--- src/rtl/exc_commit_cp0_if.sv ---
// rtl/exc_commit_cp0_if.sv - MEM-stage commit and CP0 access bundle for exc_commit_cp0
interface exc_commit_cp0_if;
    logic        valid_i;
    logic [31:0] excepttype_i;
    logic [31:0] pc_i;
    logic        in_delayslot_i;
    logic [4:0]  int_i;
    logic        cp0_we_i;
    logic [4:0]  cp0_waddr_i;
    logic [31:0] cp0_wdata_i;
    logic [4:0]  cp0_raddr_i;
    logic [31:0] cp0_rdata_o;
    logic        flush_o;
    logic [31:0] new_pc_o;
    logic        timer_int_o;

    modport master (
        output valid_i, excepttype_i, pc_i, in_delayslot_i, int_i,
        output cp0_we_i, cp0_waddr_i, cp0_wdata_i, cp0_raddr_i,
        input  cp0_rdata_o, flush_o, new_pc_o, timer_int_o
    );

    modport slave (
        input  valid_i, excepttype_i, pc_i, in_delayslot_i, int_i,
        input  cp0_we_i, cp0_waddr_i, cp0_wdata_i, cp0_raddr_i,
        output cp0_rdata_o, flush_o, new_pc_o, timer_int_o
    );
endinterface

--- src/rtl/exc_commit_cp0.sv ---
// rtl/exc_commit_cp0.sv - MEM-stage exception/eret commit with Status, Cause, EPC, Count, Compare
module exc_commit_cp0 #(
    parameter logic [31:0] EXC_VECTOR = 32'h0000_0380
) (
    input logic            clk,
    input logic            rst_n,
    exc_commit_cp0_if.slave bus
);
    localparam logic [4:0] ADDR_COUNT   = 5'd9;
    localparam logic [4:0] ADDR_COMPARE = 5'd11;
    localparam logic [4:0] ADDR_STATUS  = 5'd12;
    localparam logic [4:0] ADDR_CAUSE   = 5'd13;
    localparam logic [4:0] ADDR_EPC     = 5'd14;

    localparam logic [4:0] CODE_INT = 5'd0;
    localparam logic [4:0] CODE_SYS = 5'd8;
    localparam logic [4:0] CODE_RI  = 5'd10;

    logic [31:0] status;
    logic [31:0] epc;
    logic [31:0] count;
    logic [31:0] compare;
    logic        cause_bd;
    logic        cause_ip7;
    logic [4:0]  cause_ip_hw;
    logic [1:0]  cause_ip_sw;
    logic [4:0]  cause_exccode;

    logic [7:0]  cause_ip;
    logic [31:0] cause_word;
    logic        status_ie;
    logic        status_exl;
    logic [7:0]  status_im;

    logic        int_pend;
    logic        is_syscall;
    logic        is_invalid;
    logic        is_eret;
    logic        exc_take;
    logic        eret_take;
    logic        event_take;
    logic [4:0]  exc_code;
    logic        cp0_wr;
    logic        timer_hit;
    logic        raddr_impl;
    logic [31:0] rdata_sel;
    logic        unused_excepttype;

    assign cause_ip   = {cause_ip7, cause_ip_hw, cause_ip_sw};
    assign cause_word = {cause_bd, 15'b0, cause_ip, 1'b0, cause_exccode, 2'b00};
    assign status_ie  = status[0];
    assign status_exl = status[1];
    assign status_im  = status[15:8];

    assign is_syscall = bus.excepttype_i[8];
    assign is_invalid = bus.excepttype_i[9];
    assign is_eret    = bus.excepttype_i[12];
    assign unused_excepttype = ^{bus.excepttype_i[31:13], bus.excepttype_i[11:10],
                                 bus.excepttype_i[7:0]};

    // Interrupts are judged on registered IP, so a line change is seen one cycle later.
    assign int_pend   = status_ie & ~status_exl & (|(cause_ip & status_im));
    assign exc_take   = bus.valid_i & (int_pend | is_invalid | is_syscall);
    assign eret_take  = bus.valid_i & is_eret & ~exc_take;
    assign event_take = exc_take | eret_take;
    assign cp0_wr     = bus.valid_i & bus.cp0_we_i & ~event_take;
    assign timer_hit  = (count == compare) && (compare != 32'd0);

    always_comb begin
        exc_code = CODE_SYS;
        if (int_pend) begin
            exc_code = CODE_INT;
        end else if (is_invalid) begin
            exc_code = CODE_RI;
        end
    end

    always_comb begin
        raddr_impl = 1'b1;
        rdata_sel  = 32'd0;
        case (bus.cp0_raddr_i)
            ADDR_COUNT:   rdata_sel = count;
            ADDR_COMPARE: rdata_sel = compare;
            ADDR_STATUS:  rdata_sel = status;
            ADDR_CAUSE:   rdata_sel = cause_word;
            ADDR_EPC:     rdata_sel = epc;
            default:      raddr_impl = 1'b0;
        endcase
        if (raddr_impl && cp0_wr && (bus.cp0_waddr_i == bus.cp0_raddr_i)) begin
            rdata_sel = bus.cp0_wdata_i;
        end
    end

    assign bus.cp0_rdata_o = rst_n ? rdata_sel : 32'd0;
    assign bus.flush_o     = rst_n & event_take;
    assign bus.new_pc_o    = !rst_n   ? 32'd0 :
                             exc_take  ? EXC_VECTOR :
                             eret_take ? epc : 32'd0;
    assign bus.timer_int_o = cause_ip7;

    always_ff @(posedge clk) begin
        if (!rst_n) begin
            status        <= 32'd0;
            epc           <= 32'd0;
            count         <= 32'd0;
            compare       <= 32'd0;
            cause_bd      <= 1'b0;
            cause_ip7     <= 1'b0;
            cause_ip_hw   <= 5'd0;
            cause_ip_sw   <= 2'd0;
            cause_exccode <= 5'd0;
        end else begin
            cause_ip_hw <= bus.int_i;

            if (cp0_wr && bus.cp0_waddr_i == ADDR_COUNT) begin
                count <= bus.cp0_wdata_i;
            end else begin
                count <= count + 32'd1;
            end

            // A Compare write acknowledges the timer even if it matches this cycle.
            if (cp0_wr && bus.cp0_waddr_i == ADDR_COMPARE) begin
                compare   <= bus.cp0_wdata_i;
                cause_ip7 <= 1'b0;
            end else if (timer_hit) begin
                cause_ip7 <= 1'b1;
            end

            if (cp0_wr) begin
                case (bus.cp0_waddr_i)
                    ADDR_STATUS: status      <= bus.cp0_wdata_i;
                    ADDR_CAUSE:  cause_ip_sw <= bus.cp0_wdata_i[9:8];
                    ADDR_EPC:    epc         <= bus.cp0_wdata_i;
                    default:     ;
                endcase
            end

            // Nested exceptions keep the first EPC/BD so the outer handler can return.
            if (exc_take) begin
                cause_exccode <= exc_code;
                if (!status_exl) begin
                    epc      <= bus.in_delayslot_i ? bus.pc_i - 32'd4 : bus.pc_i;
                    cause_bd <= bus.in_delayslot_i;
                end
                status[1] <= 1'b1;
            end else if (eret_take) begin
                status[1] <= 1'b0;
            end
        end
    end
endmodule

--- src/flat_wrapper.sv ---
// flat-port wrapper written by rule: the top's interface ports become plain ports
module exc_commit_cp0_flat 
#(
    parameter logic [31:0] EXC_VECTOR = 32'h0000_0380
)
  (clk, rst_n, bus_valid_i, bus_excepttype_i, bus_pc_i, bus_in_delayslot_i, bus_int_i, bus_cp0_we_i, bus_cp0_waddr_i, bus_cp0_wdata_i, bus_cp0_raddr_i, bus_cp0_rdata_o, bus_flush_o, bus_new_pc_o, bus_timer_int_o);
  exc_commit_cp0_if bus_i ();
  input logic clk;
  input logic rst_n;
  input wire logic [$bits(bus_i.valid_i)-1:0] bus_valid_i;
  input wire logic [$bits(bus_i.excepttype_i)-1:0] bus_excepttype_i;
  input wire logic [$bits(bus_i.pc_i)-1:0] bus_pc_i;
  input wire logic [$bits(bus_i.in_delayslot_i)-1:0] bus_in_delayslot_i;
  input wire logic [$bits(bus_i.int_i)-1:0] bus_int_i;
  input wire logic [$bits(bus_i.cp0_we_i)-1:0] bus_cp0_we_i;
  input wire logic [$bits(bus_i.cp0_waddr_i)-1:0] bus_cp0_waddr_i;
  input wire logic [$bits(bus_i.cp0_wdata_i)-1:0] bus_cp0_wdata_i;
  input wire logic [$bits(bus_i.cp0_raddr_i)-1:0] bus_cp0_raddr_i;
  output wire logic [$bits(bus_i.cp0_rdata_o)-1:0] bus_cp0_rdata_o;
  output wire logic [$bits(bus_i.flush_o)-1:0] bus_flush_o;
  output wire logic [$bits(bus_i.new_pc_o)-1:0] bus_new_pc_o;
  output wire logic [$bits(bus_i.timer_int_o)-1:0] bus_timer_int_o;
  assign bus_i.valid_i = bus_valid_i;
  assign bus_i.excepttype_i = bus_excepttype_i;
  assign bus_i.pc_i = bus_pc_i;
  assign bus_i.in_delayslot_i = bus_in_delayslot_i;
  assign bus_i.int_i = bus_int_i;
  assign bus_i.cp0_we_i = bus_cp0_we_i;
  assign bus_i.cp0_waddr_i = bus_cp0_waddr_i;
  assign bus_i.cp0_wdata_i = bus_cp0_wdata_i;
  assign bus_i.cp0_raddr_i = bus_cp0_raddr_i;
  assign bus_cp0_rdata_o = bus_i.cp0_rdata_o;
  assign bus_flush_o = bus_i.flush_o;
  assign bus_new_pc_o = bus_i.new_pc_o;
  assign bus_timer_int_o = bus_i.timer_int_o;
  exc_commit_cp0 #(.EXC_VECTOR(EXC_VECTOR)) u_core (.clk(clk), .rst_n(rst_n), .bus(bus_i));
endmodule
--- config.mk ---
export PLATFORM = sky130hd
export DESIGN_NAME = exc_commit_cp0_flat
export DESIGN_NICKNAME = d
export VERILOG_FILES = /design/src/rtl/exc_commit_cp0_if.sv /design/src/rtl/exc_commit_cp0.sv /design/src/flat_wrapper.sv
export SDC_FILE = /design/constraint.sdc
export NUM_CORES = 1
export LEC_CHECK = 0
export ABC_AREA = 1
export BUFFER_PORTS_ARGS = -buffer_cell sky130_fd_sc_hd__buf_2
export CORE_UTILIZATION = 45
export CTS_CLUSTER_DIAMETER = 120
export DETAILED_ROUTE_END_ITERATION = 7
export PLACE_DENSITY = 0.7
export SYNTH_ARGS = -nofsm -noshare
export SYNTH_HDL_FRONTEND = slang
export SYNTH_SLANG_ARGS = --single-unit
--- constraint.sdc ---
create_clock -name clk -period 2.4 [get_ports clk]
set_input_delay 0.48 -clock clk [delete_from_list [all_inputs] [get_ports clk]]
set_output_delay 0.48 -clock clk [all_outputs]
set_load 0.02 [all_outputs]
==> results.yml, run 1 <==
timing:
  final_max_slew_viol_count: 0
  period_share: 1.12
  fin_skew_ns: 0.00993
  hold_viol_final: 0
  setup_slack_ns: -0.281
  period_needed_ns: 2.68
  final-setup-viol-count: 67
  timing.fmax_mhz: 373
  worst_pin_slew_ns: 0.654
  rsz0062_at_grt: "yes"
  maxSlewHeadroom: 0.563
global_routing:
  grt_use_total: 0.321
  grt-ovfl-total: 0
  antenna_found_initial: 1
  grt_pass1_vias: 11300
  grt_pass1_wl_um: 60100
  grt_start_max_net_pins: 66
routing:
  drtIter0Drc: 1540
  drtPass1Iterations: 6
  viasPerCell: 5.37
  remaining_drc_errors: 0
  routed_wl_um: 39800
  ant_nets: 0
  route.vias.total: 12600
  routedWlPerCell_um: 17.0
flow_run:
  cap_viol_max_count: 0
synth:
  postSynthAreaPerCell_um2: 5.63
  synthFlopType: "dfxtp_1"
  ys_ff_latch: 139
  synth_cell_types: 39
  synth_cells: 1861
  syn-cell-area_um2: 10500
  synth-edff-count: 0
  syn-num-nets: 1979
  ys_warn_count: 0
  ys_seq_area_frac: 0.265
  synthArstFlopShare: 0
floorplan:
  fp-row-count: 55
  core_area_um2: 22800
  initial_core_util: 0.460
  die_x_um: 155
  die_h_um: 155
  io_pins: 182
  dieArea_um2: 23900
final_layout:
  stdcell_count: 2340
  drive_gt1_frac: 0.194
  area_growth_pct: 29.0
  nNetsFinal: 2132
  n_antenna_cell: 0
clock_network:
  root_buffer: "clkbuf_16"
  cts-buffers-inserted: 17
  clkTransAtPathRegs_ns: 0.07
  clockBufferDepth: 2
  cts_tree: "yes"
  clock-sinks: 139
  clk_latency_ns: 0.44
  htreeDepth: 4
  postCtsHoldBufs: 0
critical_path:
  endpoint: "bus_cp0_rdata_o[17]"
  crit_path_start_kind: "register"
  cp-startpoint: "u_core.cause_ip_hw[4]$_SDFF_PN0_"
  r2r_start: "u_core.status[14]$_SDFFE_PN0P_"
  setup.worst_path.class: "reg -> out"
  arrival_ns: 2.20
  cp.required_ns: 1.92
  end_kind: "output port"
  crit_fanout: 16
  reg2regPathDepth: 17
  critPathSlowestCell: "dfxtp_2"
  regToRegEndpoint: "u_core.epc[30]$_SDFF_PN0_"
  crit_top_cell: "nand2_2"
  cp_cell_sequence: "nand2_2, nand2_2, nor2_2, nand2_1, nand2_2, nand2_4, o21bai_4, nand3_4, clkbuf_16, nand2_1, inv_1, nor2_4, buf_6"
  max_stage_delay_ns: 0.33
  reg2reg_slack_ns: -0.02
hold_path:
  hold_path_class: "in -> reg"
power:
  powerDensity_nw_per_um2: 455
  leakage_uw: 0.00649
  vdd_drop_max_mv: 0.393
place:
  gp_congestion: 1.00
  numPortBuffers: 152
  placed_cells: 2286
  place_hpwl_um: 28200
  dp_slack_ns: -0.112
run_status:
  status: "finished with violations"
  violations: "negative setup slack"
worst min path at each step:
| stage | from | to | slack (ns) | cells past startpoint |
|---|---|---|---|---|
| 6_report | bus_int_i[0] | u_core.cause_ip_hw[0]$_SDFF_PN0_ | 0.25 | 3 |
| 2_1_floorplan | u_core.cause_exccode[3]$_SDFFE_PN0N_ | u_core.cause_exccode[3]$_SDFFE_PN0N_ | 0.44 | 2 |
| 3_5_place_dp | u_core.cause_exccode[1]$_SDFFE_PN0N_ | u_core.cause_exccode[1]$_SDFFE_PN0N_ | 0.46 | 2 |
| 4_1_cts | bus_int_i[1] | u_core.cause_ip_hw[1]$_SDFF_PN0_ | 0.25 | 3 |
| 3_3_place_gp | u_core.cause_exccode[1]$_SDFFE_PN0N_ | u_core.cause_exccode[1]$_SDFFE_PN0N_ | 0.45 | 2 |
| 5_1_grt | bus_int_i[0] | u_core.cause_ip_hw[0]$_SDFF_PN0_ | 0.26 | 3 |
report_power, final:
part | switching (µW) | internal [µW]
Sequential | 56.0 | 2380
Combinational | 688 | 357
Clock | 1200 | 1460
Total | 1950 | 4200
metal layers:
layer | vias up | global-route usage | share of wire
li1 | 6112 | - | -
met1 | 5766 | 0.449 | 0.43
met2 | 588 | 0.496 | 0.44
met3 | 89 | 0.0513 | 0.095
met4 | 0 | 0.114 | 0.034
met5 | - | 0 | 0
flip-flops by register name, indices dropped and copies added (netlist names):
signal / cells
u_core.bus.timer_int_o: 1
u_core.cause_bd: 1
u_core.cause_exccode: 2
u_core.cause_ip_hw: 5
u_core.cause_ip_sw: 2
u_core.compare: 32
u_core.count: 32
u_core.epc: 32
u_core.status: 32
timing repair:
item / in CTS / in global routing
endpoints found under the setup margin: 65 / 68
resized for setup: 137 / 152
pin swaps: 15 / 10
endpoints found under the hold margin: 0 / 0
setup buffers: 9 / 7
gates cloned: 3 / 4
per-stage QoR:
stage	utilization	instance area (µm²)	hold slack, ns	total power [µW]	TNS, ns
6_report	0.594	13500	0.248	6150	-12.83
2_1_floorplan	-	10500	0.445	2980	0
3_3_place_gp	0.515	11700	0.455	3340	-0.684
3_5_place_dp	0.515	11700	0.459	3350	-1.16
5_1_grt	0.594	13500	0.257	6350	-17.64
4_1_cts	0.564	12800	0.246	6040	-9.90
cell usage in the layout, fill, tap and decap left out, drive strengths merged:
cell      instances
ha                2
nand2           499
nor4              3
xnor2            32
nand4            92
o21bai            2
clkinvlp          3
bufinv            1
nor3             26
inv             309
dfxtp           139
o2bb2ai           1
buf             228
o22ai            53
o2111ai           1
and2              1
a211oi            2
xor2             36
clkbuf           20
a21oi            49
nor2            356
o31ai             1
o221ai            4
o211ai            1
nand3b            3
clkinv            1
nand3           110
o21ai            52
synthesized netlist by cell type (3+ instances only):
library cell  instances  area (µm²)
xnor2_1              32         280
nor2_2                3        18.8
xor2_1               36         315
buf_4                 3        22.5
nand3b_1              3        22.5
o21ai_0              51         255
buf_6                 6        67.6
buf_2                29         145
nor3_1               25         125
nand4_1              90         563
dfxtp_1             139        2780
o221ai_1              4        35.0
o22ai_1              53         332
inv_1               296        1110
a21oi_1              49         245
nor2_1              353        1330
buf_1                 8        30.0
nand2_1             498        1870
nand3_1             108         541
clkbuf_1             51         191
worst max-delay path, delay by kind of cell, from the launching register on:
kind | cells | cell delay (ns)
and+or+nand+nor | 9 | 0.85
DFF | 1 | 0.33
AOI/OAI and AO/OA | 1 | 0.17
buffers and inverters | 3 | 0.41
cell type report:
type | instances | area [µm²]
fill | 2175 | 9260
multi-input combinational | 1326 | 6640
sequential | 139 | 2800
timing repair buffer | 231 | 1990
inverter | 299 | 1120
clock buffer | 17 | 425
tap | 313 | 392
clock inverter | 15 | 150
logic make-up after synthesis:
family / count (synthesis) / synth area share
AO/OA/AOI/OAI: 166 / 0.0895
XOR/XNOR: 68 / 0.0568
flip-flops: 139 / 0.265
AND/OR/NAND/NOR: 1090 / 0.435
buffers and inverters: 396 / 0.151
adder cells (fa/ha/maj): 2 / 0.00239
(Power assumes the default switching activity.)
==> inputs of run 2 (changes only) <==
RECOVER_POWER = 25   (was unset)
==> run 2 against run 1 <==
Compared with the run above:
- the flow still finishes with violations (negative setup slack)
- die area did not move
- global-route usage did not move
- utilization fell by 0.055 points
- worst hold slack improved by 0.0021 ns
- clock power barely moved
- critical path depth did not move
- register-to-register slack barely moved
- clock skew barely moved
- largest power group unchanged
- critical endpoint unchanged
- combinational power barely moved
- clock-buffer cell count did not move
- first-iteration DRC count fell by 9.3%
==> results.yml, run 2 (synthesized netlist as in run 1, its figures left out) <==
run_status:
  status: "finished with violations"
  violations: "negative setup slack"
hold_path:
  worstHoldPathCells: 3
  min_to: "u_core.cause_ip_hw[0]$_SDFF_PN0_"
  hold_path_class: "in -> reg"
  hold_path_startpoint: "bus_int_i[0]"
routing:
  routed_wl_um: 39800
  route.vias.total: 12600
  drtIter0Drc: 1397
  ant_nets: 0
  viasPerCell: 5.39
  routedWlPerCell_um: 17.0
  drtPass1Iterations: 5
  remaining_drc_errors: 0
place:
  numPortBuffers: 152
  place_area_um2: 11700
  place_hpwl_um: 28200
  gp_congestion: 1.00
  placed_cells: 2286
timing:
  timing.fmax_mhz: 373
  fin_skew_ns: 0.0104
  setup_tns_ns: -14.31
  worst_pin_slew_ns: 0.947
  rsz0062_at_grt: "yes"
  maxSlewHeadroom: 0.369
  final_max_slew_viol_count: 0
  setup_slack_ns: -0.283
  period_needed_ns: 2.68
  period_share: 1.12
  hold_viol_final: 0
  final-setup-viol-count: 68
floorplan:
  io_pins: 182
  die_x_um: 155
  die_h_um: 155
  core_area_um2: 22800
  dieArea_um2: 23900
  initial_core_util: 0.460
  fp-row-count: 55
final_layout:
  multi_input_area_um2: 6640
  finish.utilization: 0.593
  final_cell_mix: "nand2_1, nor2_1, inv_1"
  nNetsFinal: 2132
  regArea_um2: 2800
  stdcell_count: 2340
  final_cell_area_um2: 13500
  layout_commonest_cell: "nand2_1"
  area_growth_pct: 28.8
  fillCellCount: 2180
  n_antenna_cell: 0
  drive_gt1_frac: 0.192
power:
  powerDensity_nw_per_um2: 455
  switching_share: 0.317
  vdd_drop_max_mv: 0.391
  comb_power_share: 0.169
  p_seq_frac: 0.396
  leakage_uw: 0.00648
  switching_power_uw: 1950
  cell_internal_pwr_uw: 4200
  power_frac_clock: 0.435
clock_network:
  clkTransAtPathRegs_ns: 0.07
  htreeDepth: 4
  root_buffer: "clkbuf_16"
  cts_tree: "yes"
  clk_latency_ns: 0.44
  clock-sinks: 139
  postCtsHoldBufs: 0
  clockBufferDepth: 2
  cts-buffers-inserted: 17
critical_path:
  crit_fanout: 16
  end_kind: "output port"
  arrival_ns: 2.20
  setup.worst_path.class: "reg -> out"
  reg2regPathDepth: 17
  reg2reg_slack_ns: -0.03
  crit_path_start_kind: "register"
  cp.required_ns: 1.92
  r2r_start: "u_core.status[14]$_SDFFE_PN0P_"
  regToRegEndpoint: "u_core.epc[30]$_SDFF_PN0_"
global_routing:
  grt_start_max_net_pins: 66
  grt_pass1_wl_um: 60100
  grt_pass1_vias: 11300
  antenna_found_initial: 1
  grt-ovfl-total: 0
  grt_use_total: 0.321
flow_run:
  cap_viol_max_count: 0
## run 2: through the flow
| step | power [µW] | worst slack (ns) | hold slack [ns] |
|---|---|---|---|
| final | 6150 | -0.283 | 0.250 |
| after global routing | 6350 | -0.342 | 0.257 |
| after CTS | 6040 | -0.219 | 0.246 |
| after detailed placement | 3350 | -0.112 | 0.459 |
| after global placement | 3340 | -0.0649 | 0.455 |
| after floorplan | 2980 | 0.174 | 0.445 |
## run 2: worst max path at each step
stage | from | to | slack [ns] | depth (start not counted)
6_report | u_core.status[14]$_SDFFE_PN0P_ | bus_cp0_rdata_o[17] | -0.28 | 13
5_1_grt | u_core.cause_ip_hw[4]$_SDFF_PN0_ | bus_cp0_rdata_o[18] | -0.34 | 13
4_1_cts | u_core.cause_ip_hw[2]$_SDFF_PN0_ | bus_cp0_rdata_o[4] | -0.22 | 15
3_5_place_dp | bus_cp0_raddr_i[4] | bus_cp0_rdata_o[11] | -0.11 | 12
3_3_place_gp | bus_cp0_raddr_i[4] | bus_cp0_rdata_o[11] | -0.06 | 12
2_1_floorplan | bus_cp0_raddr_i[0] | bus_cp0_rdata_o[7] | 0.17 | 11
## run 2: layout make-up
class,count,area share
clock inverter,15,0.0111
multi-input combinational,1326,0.491
clock buffer,17,0.0315
timing repair buffer,231,0.146
inverter,299,0.0833
sequential,139,0.207
tap,313,0.0290
## run 2: repair_timing
action                     4_1_cts  5_1_grt
buffers inserted                 9        7
cloned                           3        4
setup endpoints to repair       65       68
pin swaps                       15       10
gates resized for setup        137      152
## run 2: worst max-delay path: stages, from the launching register on
cell and delay [ns]:
dfxtp_2 0.34, nand2_2 0.07, nand2_2 0.06, nor2_2 0.12, nand2_1 0.08, nand2_2 0.10, nand2_4 0.08, o21bai_4 0.17
nand3_4 0.13, clkbuf_16 0.21, nand2_1 0.08, inv_1 0.06, nor2_4 0.12, buf_6 0.14
## run 2: routing by layer
| layer | global-route usage | part of all wire | up-vias |
|---|---|---|---|
| met4 | 0.114 | 0.034 | 0 |
| met2 | 0.496 | 0.44 | 596 |
| li1 | - | - | 6115 |
| met5 | 0 | 0 | - |
| met3 | 0.0513 | 0.091 | 90 |
| met1 | 0.449 | 0.43 | 5800 |
## run 2: power by group through the flow
| stage | registers (µW) | logic [µW] | clock network [µW] |
|---|---|---|---|
| 2_1_floorplan | 2470 | 517 | 0 |
| 3_3_place_gp | 2480 | 866 | 0 |
| 3_5_place_dp | 2480 | 872 | 0 |
| 4_1_cts | 2430 | 934 | 2680 |
| 5_1_grt | 2440 | 1130 | 2780 |
| 6_report | 2430 | 1040 | 2670 |
